`config.mk`:
```
export PLATFORM = sky130hd
export DESIGN_NAME = neuron_sequencer_flat
export DESIGN_NICKNAME = d
export VERILOG_FILES = /design/src/rtl/nn_pkg.sv /design/src/rtl/neuron_sequencer_if.sv /design/src/rtl/mod_counter.sv /design/src/rtl/neuron_sequencer.sv /design/src/flat_wrapper.sv
export SDC_FILE = /design/constraint.sdc
export NUM_CORES = 1
export LEC_CHECK = 0
export BUFFER_PORTS_ARGS = -buffer_cell sky130_fd_sc_hd__buf_2
export CAP_MARGIN = 20
export CORE_ASPECT_RATIO = 1.25
export CORE_MARGIN = 8
export CORE_UTILIZATION = 50
export CTS_CLUSTER_SIZE = 25
export DETAILED_ROUTE_END_ITERATION = 7
export HOLD_SLACK_MARGIN = 0.03
export PLACE_DENSITY = 0.74
export SLEW_MARGIN = 20
export SYNTH_ARGS = -nofsm -noshare
export SYNTH_HDL_FRONTEND = slang
export SYNTH_SLANG_ARGS = --single-unit
```
`constraint.sdc`:
```
create_clock -name clk -period 5.2 [get_ports clk]
set_input_delay 0.52 -clock clk [delete_from_list [all_inputs] [get_ports clk]]
set_output_delay 0.52 -clock clk [all_outputs]
set_load 0.01 [all_outputs]
```
`src/rtl/nn_pkg.sv`:
```
// Shared types and default layer geometry for the fully connected layer sequencers.
package nn_pkg;

    typedef enum logic [2:0] {
        IDLE  = 3'd0,
        INIT  = 3'd1,
        MAC   = 3'd2,
        RELU  = 3'd3,
        WRITE = 3'd4,
        DONE  = 3'd5
    } seqState_t;

    localparam int DEF_N_INPUTS = 62;
    localparam int DEF_N_HIDDEN = 30;
    localparam int DEF_N_OUTPUT = 10;

    localparam int DEF_DATA_AW   = $clog2(DEF_N_INPUTS);
    localparam int DEF_WEIGHT_AW = $clog2(DEF_N_INPUTS * DEF_N_HIDDEN);
    localparam int DEF_NEURON_AW = $clog2(DEF_N_HIDDEN);

endpackage

```
`src/rtl/neuron_sequencer_if.sv`:
```
// Control/address bundle between a layer sequencer and its neuron, memories and result buffer.
interface neuron_sequencer_if
    import nn_pkg::*;
#(
    parameter int DATA_AW   = DEF_DATA_AW,
    parameter int WEIGHT_AW = DEF_WEIGHT_AW,
    parameter int NEURON_AW = DEF_NEURON_AW
);

    logic                 start;
    logic                 ready;
    logic                 done;
    logic [DATA_AW-1:0]   dataAddr;
    logic [WEIGHT_AW-1:0] weightAddr;
    logic [NEURON_AW-1:0] biasAddr;
    logic                 init;
    logic                 enMac;
    logic                 enReLU;
    logic                 resultWe;
    logic [NEURON_AW-1:0] resultAddr;

    modport master (
        input  start,
        output ready, done, dataAddr, weightAddr, biasAddr,
               init, enMac, enReLU, resultWe, resultAddr
    );

    modport slave (
        output start,
        input  ready, done, dataAddr, weightAddr, biasAddr,
               init, enMac, enReLU, resultWe, resultAddr
    );

endinterface

```
`src/rtl/mod_counter.sv`:
```
// Modulo counter with synchronous clear and a terminal-count flag.
module mod_counter #(
    parameter int WIDTH    = 4,
    parameter int TERMINAL = 15
) (
    input  logic             clk,
    input  logic             rst,
    input  logic             clear,
    input  logic             en,
    output logic [WIDTH-1:0] count,
    output logic             last
);

    localparam logic [WIDTH-1:0] TERM = WIDTH'(TERMINAL);

    assign last = (count == TERM);

    always_ff @(posedge clk or posedge rst) begin
        if (rst) begin
            count <= '0;
        end else if (clear) begin
            count <= '0;
        end else if (en) begin
            count <= last ? '0 : count + WIDTH'(1);
        end
    end

endmodule

```
`src/rtl/neuron_sequencer.sv`:
```
// Walks one fully connected layer: per neuron clear, stream N_INPUTS MAC steps, latch ReLU, write result.
module neuron_sequencer
    import nn_pkg::*;
#(
    parameter int N_INPUTS  = DEF_N_INPUTS,
    parameter int N_NEURONS = DEF_N_HIDDEN,
    parameter int DATA_AW   = DEF_DATA_AW,
    parameter int WEIGHT_AW = DEF_WEIGHT_AW,
    parameter int NEURON_AW = DEF_NEURON_AW
) (
    input  logic               clk,
    input  logic               rst,
    neuron_sequencer_if.master bus
);

    localparam logic [WEIGHT_AW-1:0] W_LAST = WEIGHT_AW'(N_INPUTS * N_NEURONS - 1);

    seqState_t            state;
    seqState_t            nextState;
    logic [WEIGHT_AW-1:0] wPtr;
    logic [DATA_AW-1:0]   inIdx;
    logic [NEURON_AW-1:0] neuronIdx;
    logic                 inLast;
    logic                 neuronLast;

    logic                 ready;
    logic                 done;
    logic                 init;
    logic                 enMac;
    logic                 enReLU;
    logic                 resultWe;
    logic [DATA_AW-1:0]   dataAddr;
    logic [WEIGHT_AW-1:0] weightAddr;
    logic [NEURON_AW-1:0] resultAddr;

    mod_counter #(
        .WIDTH    (DATA_AW),
        .TERMINAL (N_INPUTS - 1)
    ) inCounter (
        .clk   (clk),
        .rst   (rst),
        .clear (state == INIT),
        .en    (state == MAC),
        .count (inIdx),
        .last  (inLast)
    );

    // Cleared in DONE as well so biasAddr already reads 0 in the IDLE that follows a pass.
    mod_counter #(
        .WIDTH    (NEURON_AW),
        .TERMINAL (N_NEURONS - 1)
    ) neuronCounter (
        .clk   (clk),
        .rst   (rst),
        .clear ((state == IDLE) || (state == DONE)),
        .en    ((state == WRITE) && !neuronLast),
        .count (neuronIdx),
        .last  (neuronLast)
    );

    always_ff @(posedge clk or posedge rst) begin
        if (rst) begin
            state <= IDLE;
        end else begin
            state <= nextState;
        end
    end

    // Running weight pointer; holds at the final address so it never wraps within a pass.
    always_ff @(posedge clk or posedge rst) begin
        if (rst) begin
            wPtr <= '0;
        end else begin
            case (state)
                IDLE:    wPtr <= '0;
                INIT:    if (wPtr != W_LAST) wPtr <= wPtr + WEIGHT_AW'(1);
                MAC:     if (!inLast && (wPtr != W_LAST)) wPtr <= wPtr + WEIGHT_AW'(1);
                default: ;
            endcase
        end
    end

    always_comb begin
        nextState  = state;
        ready      = 1'b0;
        done       = 1'b0;
        init       = 1'b0;
        enMac      = 1'b0;
        enReLU     = 1'b0;
        resultWe   = 1'b0;
        dataAddr   = '0;
        weightAddr = '0;
        resultAddr = '0;
        case (state)
            IDLE: begin
                ready = 1'b1;
                if (bus.start) nextState = INIT;
            end
            INIT: begin
                init       = 1'b1;
                weightAddr = wPtr;
                nextState  = MAC;
            end
            MAC: begin
                enMac      = 1'b1;
                dataAddr   = inIdx + DATA_AW'(1);
                weightAddr = wPtr;
                if (inLast) nextState = RELU;
            end
            RELU: begin
                enReLU    = 1'b1;
                nextState = WRITE;
            end
            WRITE: begin
                resultWe   = 1'b1;
                resultAddr = neuronIdx;
                nextState  = neuronLast ? DONE : INIT;
            end
            DONE: begin
                done      = 1'b1;
                nextState = IDLE;
            end
            default: nextState = IDLE;
        endcase
    end

    assign bus.ready      = ready;
    assign bus.done       = done;
    assign bus.init       = init;
    assign bus.enMac      = enMac;
    assign bus.enReLU     = enReLU;
    assign bus.resultWe   = resultWe;
    assign bus.dataAddr   = dataAddr;
    assign bus.weightAddr = weightAddr;
    assign bus.biasAddr   = neuronIdx;
    assign bus.resultAddr = resultAddr;

endmodule
```
`src/flat_wrapper.sv`:
```
// flat-port wrapper written by rule: the top's interface ports become plain ports
module neuron_sequencer_flat import nn_pkg::*;
#(
    parameter int N_INPUTS  = DEF_N_INPUTS,
    parameter int N_NEURONS = DEF_N_HIDDEN,
    parameter int DATA_AW   = DEF_DATA_AW,
    parameter int WEIGHT_AW = DEF_WEIGHT_AW,
    parameter int NEURON_AW = DEF_NEURON_AW
)
  (clk, rst, bus_start, bus_ready, bus_done, bus_dataAddr, bus_weightAddr, bus_biasAddr, bus_init, bus_enMac, bus_enReLU, bus_resultWe, bus_resultAddr);
  neuron_sequencer_if #(.DATA_AW(DATA_AW), .WEIGHT_AW(WEIGHT_AW), .NEURON_AW(NEURON_AW)) bus_i ();
  input  logic clk;
  input  logic rst;
  input wire logic [$bits(bus_i.start)-1:0] bus_start;
  output wire logic [$bits(bus_i.ready)-1:0] bus_ready;
  output wire logic [$bits(bus_i.done)-1:0] bus_done;
  output wire logic [$bits(bus_i.dataAddr)-1:0] bus_dataAddr;
  output wire logic [$bits(bus_i.weightAddr)-1:0] bus_weightAddr;
  output wire logic [$bits(bus_i.biasAddr)-1:0] bus_biasAddr;
  output wire logic [$bits(bus_i.init)-1:0] bus_init;
  output wire logic [$bits(bus_i.enMac)-1:0] bus_enMac;
  output wire logic [$bits(bus_i.enReLU)-1:0] bus_enReLU;
  output wire logic [$bits(bus_i.resultWe)-1:0] bus_resultWe;
  output wire logic [$bits(bus_i.resultAddr)-1:0] bus_resultAddr;
  assign bus_i.start = bus_start;
  assign bus_ready = bus_i.ready;
  assign bus_done = bus_i.done;
  assign bus_dataAddr = bus_i.dataAddr;
  assign bus_weightAddr = bus_i.weightAddr;
  assign bus_biasAddr = bus_i.biasAddr;
  assign bus_init = bus_i.init;
  assign bus_enMac = bus_i.enMac;
  assign bus_enReLU = bus_i.enReLU;
  assign bus_resultWe = bus_i.resultWe;
  assign bus_resultAddr = bus_i.resultAddr;
  neuron_sequencer #(.N_INPUTS(N_INPUTS), .N_NEURONS(N_NEURONS), .DATA_AW(DATA_AW), .WEIGHT_AW(WEIGHT_AW), .NEURON_AW(NEURON_AW)) u_core (.clk(clk), .rst(rst), .bus(bus_i));
endmodule
```
## Word level (Yosys, flattened, before mapping)

Index checks and enable logic that the tools add are counted.

- Register bits after elaboration: 25
- Latch bits: 0
- RAM bits: 0
- ROM bits: 0
- Input bits: 3
- Output and inout bits: 33
- Word-level logic and storage cells: 53
- Memories kept: 0

- Add/subtract/negate cells: 3
- Multiply operators: 0
- Div/mod/pow operators: 0
- Order comparisons: 0
- Eq/ne operators: 12
- Shift operators: 0
- Mux-type cells: 22
- Bitwise gates (word level): 0
- Reductions and logical operators: 12

Operators by type and width:

| kind | count |
|---|---|
| 2-to-1 mux 11 bit | 3 |
| one-hot mux 11 bit (3 select lines) | 1 |
| 2-to-1 mux 6 bit | 4 |
| 2-to-1 mux 5 bit | 4 |
| one-hot mux 3 bit (5 select lines) | 1 |
| adder 11 x 1 -> 11 bit, second input constant | 1 |
| inequality test 11 bit, second input constant | 1 |
| 2-to-1 mux 3 bit | 3 |
| adder 6 x 1 -> 6 bit, second input constant | 1 |
| equality test 3 x 2 -> 1 bit, second input constant | 2 |
| equality test 3 bit, second input constant | 2 |
| equality test 6 bit, second input constant | 1 |
| 2-to-1 mux 1 bit | 6 |
| inequality test 2 x 1 -> 1 bit, second input constant | 3 |
| adder 5 x 1 -> 5 bit, second input constant | 1 |
| equality test 5 bit, second input constant | 1 |
| nonzero test 2 bit | 2 |
| equality test 3 x 1 -> 1 bit, second input constant | 1 |
| zero test 3 bit | 1 |
| AND reduction 3 bit | 1 |
| nonzero test 3 bit | 1 |
| logical AND 1 bit | 2 |
| zero test 1 bit | 2 |
| inequality test 2 bit, second input constant | 1 |
| other kinds (3) | 3 |

## Logic depth before layout (Yosys ltp)

Gate-level depths: netlist of the first run.

- Depth in word-level cells: 5
- Gate-level depth with buffers: 8
- Mapped depth without buffers: 6

## By module

A second synthesis of the first run with hierarchy kept.

- Cells, all modules: 196
- Area, all modules: 1,706.6 um^2

By module, submodules not included:

| module | instances | cells each | area an instance (um^2) | seq. area each (um^2) |
|---|---|---|---|---|
| neuron_sequencer | 1 | 122 | 1,056.0 | 350.3 |
| mod_counter at u_core.inCounter | 1 | 42 | 347.8 | 150.1 |
| mod_counter at u_core.neuronCounter | 1 | 32 | 302.8 | 125.1 |

## Worst setup path after synthesis of the first run

No wires, ideal clock.

- Path type: reg2out
- From: register u_core.state[0]
- To: output bus_weightAddr[0]
- Data arrival time: 1.449 ns
- Data required time: 4.680 ns
- Setup slack: 3.231 ns
- Stages on the path, launching flop included: 8
- Buffers on the path: 2
- Path through: dfrtp_1 -> buf_6 -> or3b_4 -> inv_1 -> nor2_2 -> inv_2 -> buf_4 -> and2_1

- Cells in the longest elaborated chain, start to end: 3
- Elaborated cells between the ends (all ways): 4
- Those cells by class: 2 x eq/ne; 1 x mux; 1 x reduce/logical

RTL lines:

| element | RTL line | source |
|---|---|---|
| start, declared | neuron_sequencer.sv:18 | `seqState_t state;` |
| start signal, assigned | neuron_sequencer.sv:65 | `state <= nextState;` |
| equality test 3 x 1 -> 1 bit / equality test 3 x 2 -> 1 bit (equally long branches) | neuron_sequencer.sv:94 | `case (state)` |
| OR reduction 2 bit (no source line) (*) | - |  |
| 2-to-1 mux 11 bit (*) | neuron_sequencer.sv:94 |  |
| end, declared | flat_wrapper.sv:18 | `output wire logic [$bits(bus_i.weightAddr)-1:0] bus_weightAddr;` |

Every way passes the cells marked *; elsewhere a longest branch is shown, timed or not.

## Final worst setup path of the first run

- From: register u_core.state[1]
- To: output bus_weightAddr[0]

The elaborated chain is that of the path after synthesis.

==> impl_results.md, run 1 <==
* Nets at 225
* Post-Synth Simple-Gate Area at 29.2%
* Wire length per cell at 14.9 um
* CP max FO at 14
* TritonCTS clock tree: yes
* Post-route ant nets at 0
* Setup Buffers After CTS at 0
* H-tree levels at 1
* Mapped Cells at 186
* Power share of the combinational group at 1.4%
* Initial antenna violation count at 0
* Adder-cell area share of the yosys netlist at 3.73%
* GRT Total Usage at 14.9%
* Lkg Pwr at 0.916 nW
* Hold-fix buffers, CTS at 0
* Post-route clock period utilization at 52.5%
* FP Rows at 23
* RSZ-0062 raised after global routing: false
* Buf/Inv on CP at 3
* Final hold violations at 0
* Fillers at 295
* Skew final at 4.45 ps
* Wire length on met3 at 198 um
* FF-to-FF Start: u_core.state[1]
* Ant. Diodes at 0
* Post-CTS sizing at 0
* Yosys cell types at 45
* Clk sinks at 25
* Worst EP arrival at 2210 ps
* Register area share after synthesis at 37.3%
* Die X at 67.8 um
* Uppermost layer routed: met4
* Power Internal at 0.000250 W
* Util after Layout at 58.3%
* Boundary Pins at 36
* # DRC at 0
* Psw at 0.0000665 W
* CP Data Required Time at 4680 ps
* Initial core utilization at 52.1%
* Vias/cell at 5.76
* DR vias at 1458
* Metal-1 WL at 1.74 mm
* Worst vdd rail ir drop at 0.000130 V
* Worst-margin pin slew at 921 ps
* Worst setup path start: u_core.state[1]
* Largest delay share family, worst path: simple AND/OR/NAND/NOR gates
* Grt ovf at 0
* FF+latch count, synth at 25
* Final setup violation count at 0
* Clk pwr share at 37.1%
* EDFF count, synth at 0
* Final HPWL DP at 2.70 mm
* Total CTS buffers at 3
* Most frequent cells in the layout: buf_2 (35), dfrtp_1 (25), nor2_1 (18)
* Largest net degree at the start of global routing at 26
* Average size of a mapped cell at 9.02 um2
* Largest stage delay on the critical path at 520 ps
* GPL Wtd Cong at 0.828
* CP Cell Sequence: or3b_4 > inv_1 > nor2_2 > inv_2 > and2_1 > buf_2
* Compound-cell area share of the yosys netlist at 18.0%
* Met2 WL at 1.75 mm
* # Max-Cap Violations at 0
* Setup Crit Path Kind: reg -> out
* Outcome: complete, no violations
* Largest family of logic cells by synthesized area: simple AND/OR/NAND/NOR gates
* First-pass detailed-route iteration total at 4
* Ys Warns at 0
* Final setup TNS at 0 ps
* FFs w/ async S/R, synth at 100%
* Vias in the first global route at 1400
* Syn_nets at 194
* Reg clk slew, reported paths at 90 ps
* Crit-path slowest cell: dfrtp_1
* Drt initial violations at 76
* Slew HR at 38.2%
* Worst min path class: in -> async
* Xor-xnor portion of the synthesized cell area at 4.18%
* Pwr per Cell Area at 168 nW/um2
* Fmax at 366 MHz
* Clock root buffer: clkbuf_8
* Sw Share at 21.0%
* Leading cell type in the layout, fill and taps excluded: buf_2
* Minimum clock period at 2730 ps
* Area of the core at 3220 um2
* First-pass GRT wire length at 6.49 mm
* Later-pin clock latency in the skew report at 270 ps
* Syn-to-layout area delta at 11.9%
* Mapped cell area at 1680 um2
* PortBufs at 35
* Crit path capture type: primary output
* Max Slew Vio Count at 0
* Drt total wl at 3.76 mm
* CTS Buffer Depth at 2
* Share of cells above drive strength 1 at 24.1%
* Portion of netlist area occupied by mux cells at 1.27%
* Total Die Area at 5480 um2
* Seq pwr share at 61.4%
* Die height at 80.8 um
* Pwr Total at 0.000316 W
* Nature of the critical path startpoint: flip-flop
* Ys flop type: dfrtp_1
-- power groups by stage --
stage | Combinational [W] | Clock [W] | Sequential (W)
2_1_floorplan | 0.00000289 | 0 | 0.000198
3_3_place_gp | 0.00000479 | 0 | 0.000198
3_5_place_dp | 0.00000487 | 0 | 0.000198
4_1_cts | 0.00000497 | 0.000122 | 0.000194
5_1_grt | 0.00000560 | 0.000128 | 0.000194
6_report | 0.00000455 | 0.000117 | 0.000194
-- per-stage QoR --
step / area [um2] / std cells / hold slack [ps] / setup WS, ps
2_1_floorplan: 1680 / 186 / 530 / 3230
3_3_place_gp: 1830 / 249 / 568 / 2820
3_5_place_dp: 1830 / 249 / 572 / 2770
4_1_cts: 1880 / 253 / 504 / 2460
5_1_grt: 1880 / 253 / 386 / 2270
6_report: 1880 / 253 / 323 / 2470
-- registers in the layout, indices dropped and copies added, names as in the netlist --
register / count
u_core.neuronCounter.count: 5
u_core.state: 3
u_core.wPtr: 11
u_core.inCounter.count: 6
-- cell type report --
cell class	instances	area, um2	share of cell area [%]
Multi-Input combinational cell	141	945	50.3
Timing Repair Buffer	35	175	9.33
Inverter	11	41.3	2.20
Tap cell	37	46.3	2.47
Clock buffer	4	45.0	2.40
Sequential cell	25	626	33.3
-- synthesized netlist by cell type (2+ instances only) --
cell | n | share of area (%)
dfrtp_1 | 25 | 37
a221o_1 | 2 | 1.2
nor2b_1 | 2 | 0.75
inv_2 | 2 | 0.45
nand3b_1 | 2 | 0.89
ha_1 | 5 | 3.7
nand3_1 | 10 | 3.0
nand4_1 | 6 | 2.2
and3_1 | 6 | 2.2
a21boi_0 | 2 | 0.89
o21bai_1 | 2 | 0.89
o21ai_0 | 9 | 2.7
nand2_1 | 7 | 1.6
nor3_1 | 3 | 0.89
buf_2 | 2 | 0.60
a21oi_1 | 8 | 2.4
nor2_1 | 18 | 4.0
a31o_2 | 3 | 1.6
buf_6 | 3 | 2.0
o31a_1 | 3 | 1.6
a31oi_1 | 3 | 1.1
buf_4 | 2 | 0.89
nor4_1 | 2 | 0.75
clkbuf_1 | 2 | 0.45
and2_1 | 16 | 6.0
and4_1 | 2 | 1.0
inv_1 | 9 | 2.0
xor2_1 | 7 | 3.7
o21ba_2 | 2 | 1.2
a211o_1 | 3 | 1.6
or3_1 | 4 | 1.5
-- worst reg2reg max path: stages (launching register included) --
cell and delay, ps:
dfrtp_1 520, or3b_4 370, inv_1 100, nor2_2 400, inv_2 220, and3_1 230, a211o_1 260
-- layer usage --
metal,up-vias,global-route usage (%)
met1,691,19.0
met5,-,0
met4,0,8.01
met3,5,2.34
met2,32,23.5
li1,730,-
-- kinds of logic after synthesis --
logic type               Yosys count
AND/OR/NAND/NOR                   84
AO/OA/AOI/OAI                     42
flip-flops                        25
buffers and inverters             20
XOR/XNOR                           8
adder cells (fa/ha/maj)            5
multiplexers                       2
-- path summary, 6_finish.rpt --
kind                       slack [ps]  depth (start not counted)                             to
hold reg to reg                   590                          2  u_core.neuronCounter.count[4]
max in group asynchronous        4450                          2                 u_core.wPtr[0]
setup reg to reg                 3000                          6                 u_core.wPtr[8]
min in group clk                  550                          3                u_core.state[0]
hold / removal                    320                          2  u_core.neuronCounter.count[2]
setup / recovery                 2470                          6              bus_weightAddr[0]
Power figures use the tool's default switching activity.
==> run 2: changes to the inputs <==
clock period = 2.6 ns   (was 5.2 ns; I/O delays follow)
==> run 2 against run 1 <==
  * Design area is 0.33% higher
  * Critical path depth unchanged
  * Largest cell class unchanged
  * Clock-buffer cell count fell by 1
  * Largest power group unchanged
  * Sequential cell count did not move
==> impl_results.md, run 2 (synthesized netlist as in run 1, its figures left out) <==
* Outcome: complete, no violations
* Worst-margin pin slew at 880 ps (-41.2 ps)
* Wire length on met3 at 217 um (+9.6%)
* Reg-to-reg slack, setup at 550 ps (-2450 ps)
* Uppermost layer routed: met4
* Largest delay share family, worst path: simple AND/OR/NAND/NOR gates
* Final setup TNS at 0 ps (unchanged)
* Drt total wl at 3.72 mm (-1.1%)
* Most frequent cells in the layout: buf_2 (35), dfrtp_1 (25), nor2_1 (18)
* Vias in the first global route at 1417 (+1.2%)
* Wire length per cell at 14.7 um (-1.1%)
* Psw at 0.000128 W (+92%)
* Final HPWL DP at 2.78 mm (+3.2%)
* Post-CTS sizing at 0 (unchanged)
* TritonCTS clock tree: yes
* Buf/Inv on CP at 3 (unchanged)
* Drt initial violations at 60 (-21%)
* Die height at 80.8 um (unchanged)
* First-pass GRT wire length at 6.51 mm (+0.31%)
* Leading cell type in the layout, fill and taps excluded: buf_2
* Skew final at 2.96 ps (-1.49 ps)
* Met2 WL at 1.78 mm (+2.0%)
* Clock root buffer: clkbuf_8
* CTS Buffer Depth at 2 (unchanged)
* Clk sinks at 25 (unchanged)
* # DRC at 0 (unchanged)
* RSZ-0062 raised after global routing: false
* Crit path capture type: primary output
* Die X at 67.8 um (unchanged)
* Final hold violations at 0 (unchanged)
* CP Cell Sequence: or3b_4 > inv_1 > nor2_4 > inv_2 > and2_1 > buf_2
* Largest stage delay on the critical path at 570 ps (+50 ps)
* Grt ovf at 0 (unchanged)
* CP max FO at 14 (unchanged)
* Boundary Pins at 36 (unchanged)
* Lkg Pwr at 0.919 nW (+0.33%)
* Power Internal at 0.000497 W (+99%)
* Total Die Area at 5480 um2 (unchanged)
* Reg clk slew, reported paths at 90 ps (about the same)
* Sw Share at 20.5% (-0.55 points)
* Post-route ant nets at 0 (unchanged)
* First-pass detailed-route iteration total at 4 (unchanged)
* # Max-Cap Violations at 0 (unchanged)
* Slew HR at 41.0% (+2.8 points)
* Fmax at 434 MHz
* Nets at 225 (unchanged)
* Crit-path slowest cell: dfrtp_1
* Minimum clock period at 2300 ps
* Pwr Total at 0.000625 W (+98%)
* Fillers at 296 (+0.34%)
* Largest net degree at the start of global routing at 26 (unchanged)
* GRT Total Usage at 14.4% (-0.46 points)
* Initial antenna violation count at 0 (unchanged)
* Later-pin clock latency in the skew report at 260 ps (about the same)
* GPL Wtd Cong at 0.859 (+3.7%)
* Biggest register: u_core.wPtr
* Vias/cell at 5.73 (-0.62%)
* Worst EP arrival at 2040 ps (-170 ps)
* Worst min path class: in -> async
* Worst vdd rail ir drop at 0.000224 V (+72%)
* Max reg flops at 11 (unchanged)
* Pwr per Cell Area at 331 nW/um2 (+97%)
* Seq pwr share at 62.2% (+0.8 points)
* Total CTS buffers at 3 (unchanged)
* DR vias at 1449 (-0.62%)
* Power share of the combinational group at 1.4% (about the same)
* Largest regs: u_core.wPtr (11), u_core.inCounter.count (6), u_core.neuronCounter.count (5)
* Post-route clock period utilization at 88.6%
* Clk pwr share at 36.4% (-0.7 points)
* Initial core utilization at 52.1% (unchanged)
* CP Data Required Time at 2340 ps (-2340 ps)
* Syn-to-layout area delta at 12.3%
* Setup Crit Path Kind: reg -> out
* FP Rows at 23 (unchanged)
* Nature of the critical path startpoint: flip-flop
* Area of the core at 3220 um2 (unchanged)
* Setup Buffers After CTS at 0 (unchanged)
* Cell depth of the worst setup path at 6 (unchanged)
* Final setup violation count at 0 (unchanged)
* Share of cells above drive strength 1 at 24.5% (+0.46 points)
* Hold-fix buffers, CTS at 0 (unchanged)
* Max Slew Vio Count at 0 (unchanged)
* PortBufs at 35 (unchanged)
* Ant. Diodes at 0 (unchanged)
* Metal-1 WL at 1.69 mm (-3.0%)
* Worst reg2reg path depth at 5 (-1)
* H-tree levels at 1 (unchanged)
## run 2: final timing paths
check                                         startpoint                             to
setup / recovery                         u_core.state[1]             bus_weightAddr[10]
hold / removal                                       rst                 u_core.wPtr[5]
setup reg to reg                          u_core.wPtr[0]                 u_core.wPtr[9]
hold reg to reg            u_core.neuronCounter.count[4]  u_core.neuronCounter.count[4]
max in group asynchronous                            rst  u_core.neuronCounter.count[1]
min in group clk                               bus_start                u_core.state[0]
## run 2: per-stage QoR
stage	std cells	util (%)	hold slack (ps)	worst slack [ps]	instance area, um2
final	253	58.5	57.9	296	1880
after global routing	253	58.5	130	140	1880
after CTS	253	58.3	233	140	1880
after detailed placement	249	56.9	525	419	1830
after global placement	249	56.9	523	455	1830
after floorplan	186	-	287	880	1680
## run 2: layer usage
layer  vias up  GRT usage [%]
li1        726              -
met1       680           18.6
met2        39           24.8
met3         4           2.06
met4         0           3.08
met5         -              0
## run 2: layout make-up
class	instances	area (um2)	share of cell area, %
multi-input combinational	141	950	50.4
tap	37	46.3	2.46
timing repair buffer	35	175	9.30
inverter	11	41.3	2.19
clock buffer	3	41.3	2.19
clock inverter	1	5.00	0.266
sequential	25	626	33.2
## run 2: power by group through the flow
stage	Clock [W]	Combinational, W	Sequential [W]
final	0.000227	0.00000873	0.000388
after detailed placement	0	0.00000953	0.000396
after global placement	0	0.00000956	0.000396
after global routing	0.000250	0.0000110	0.000389
after floorplan	0	0.00000578	0.000396
after CTS	0.000234	0.00000951	0.000388
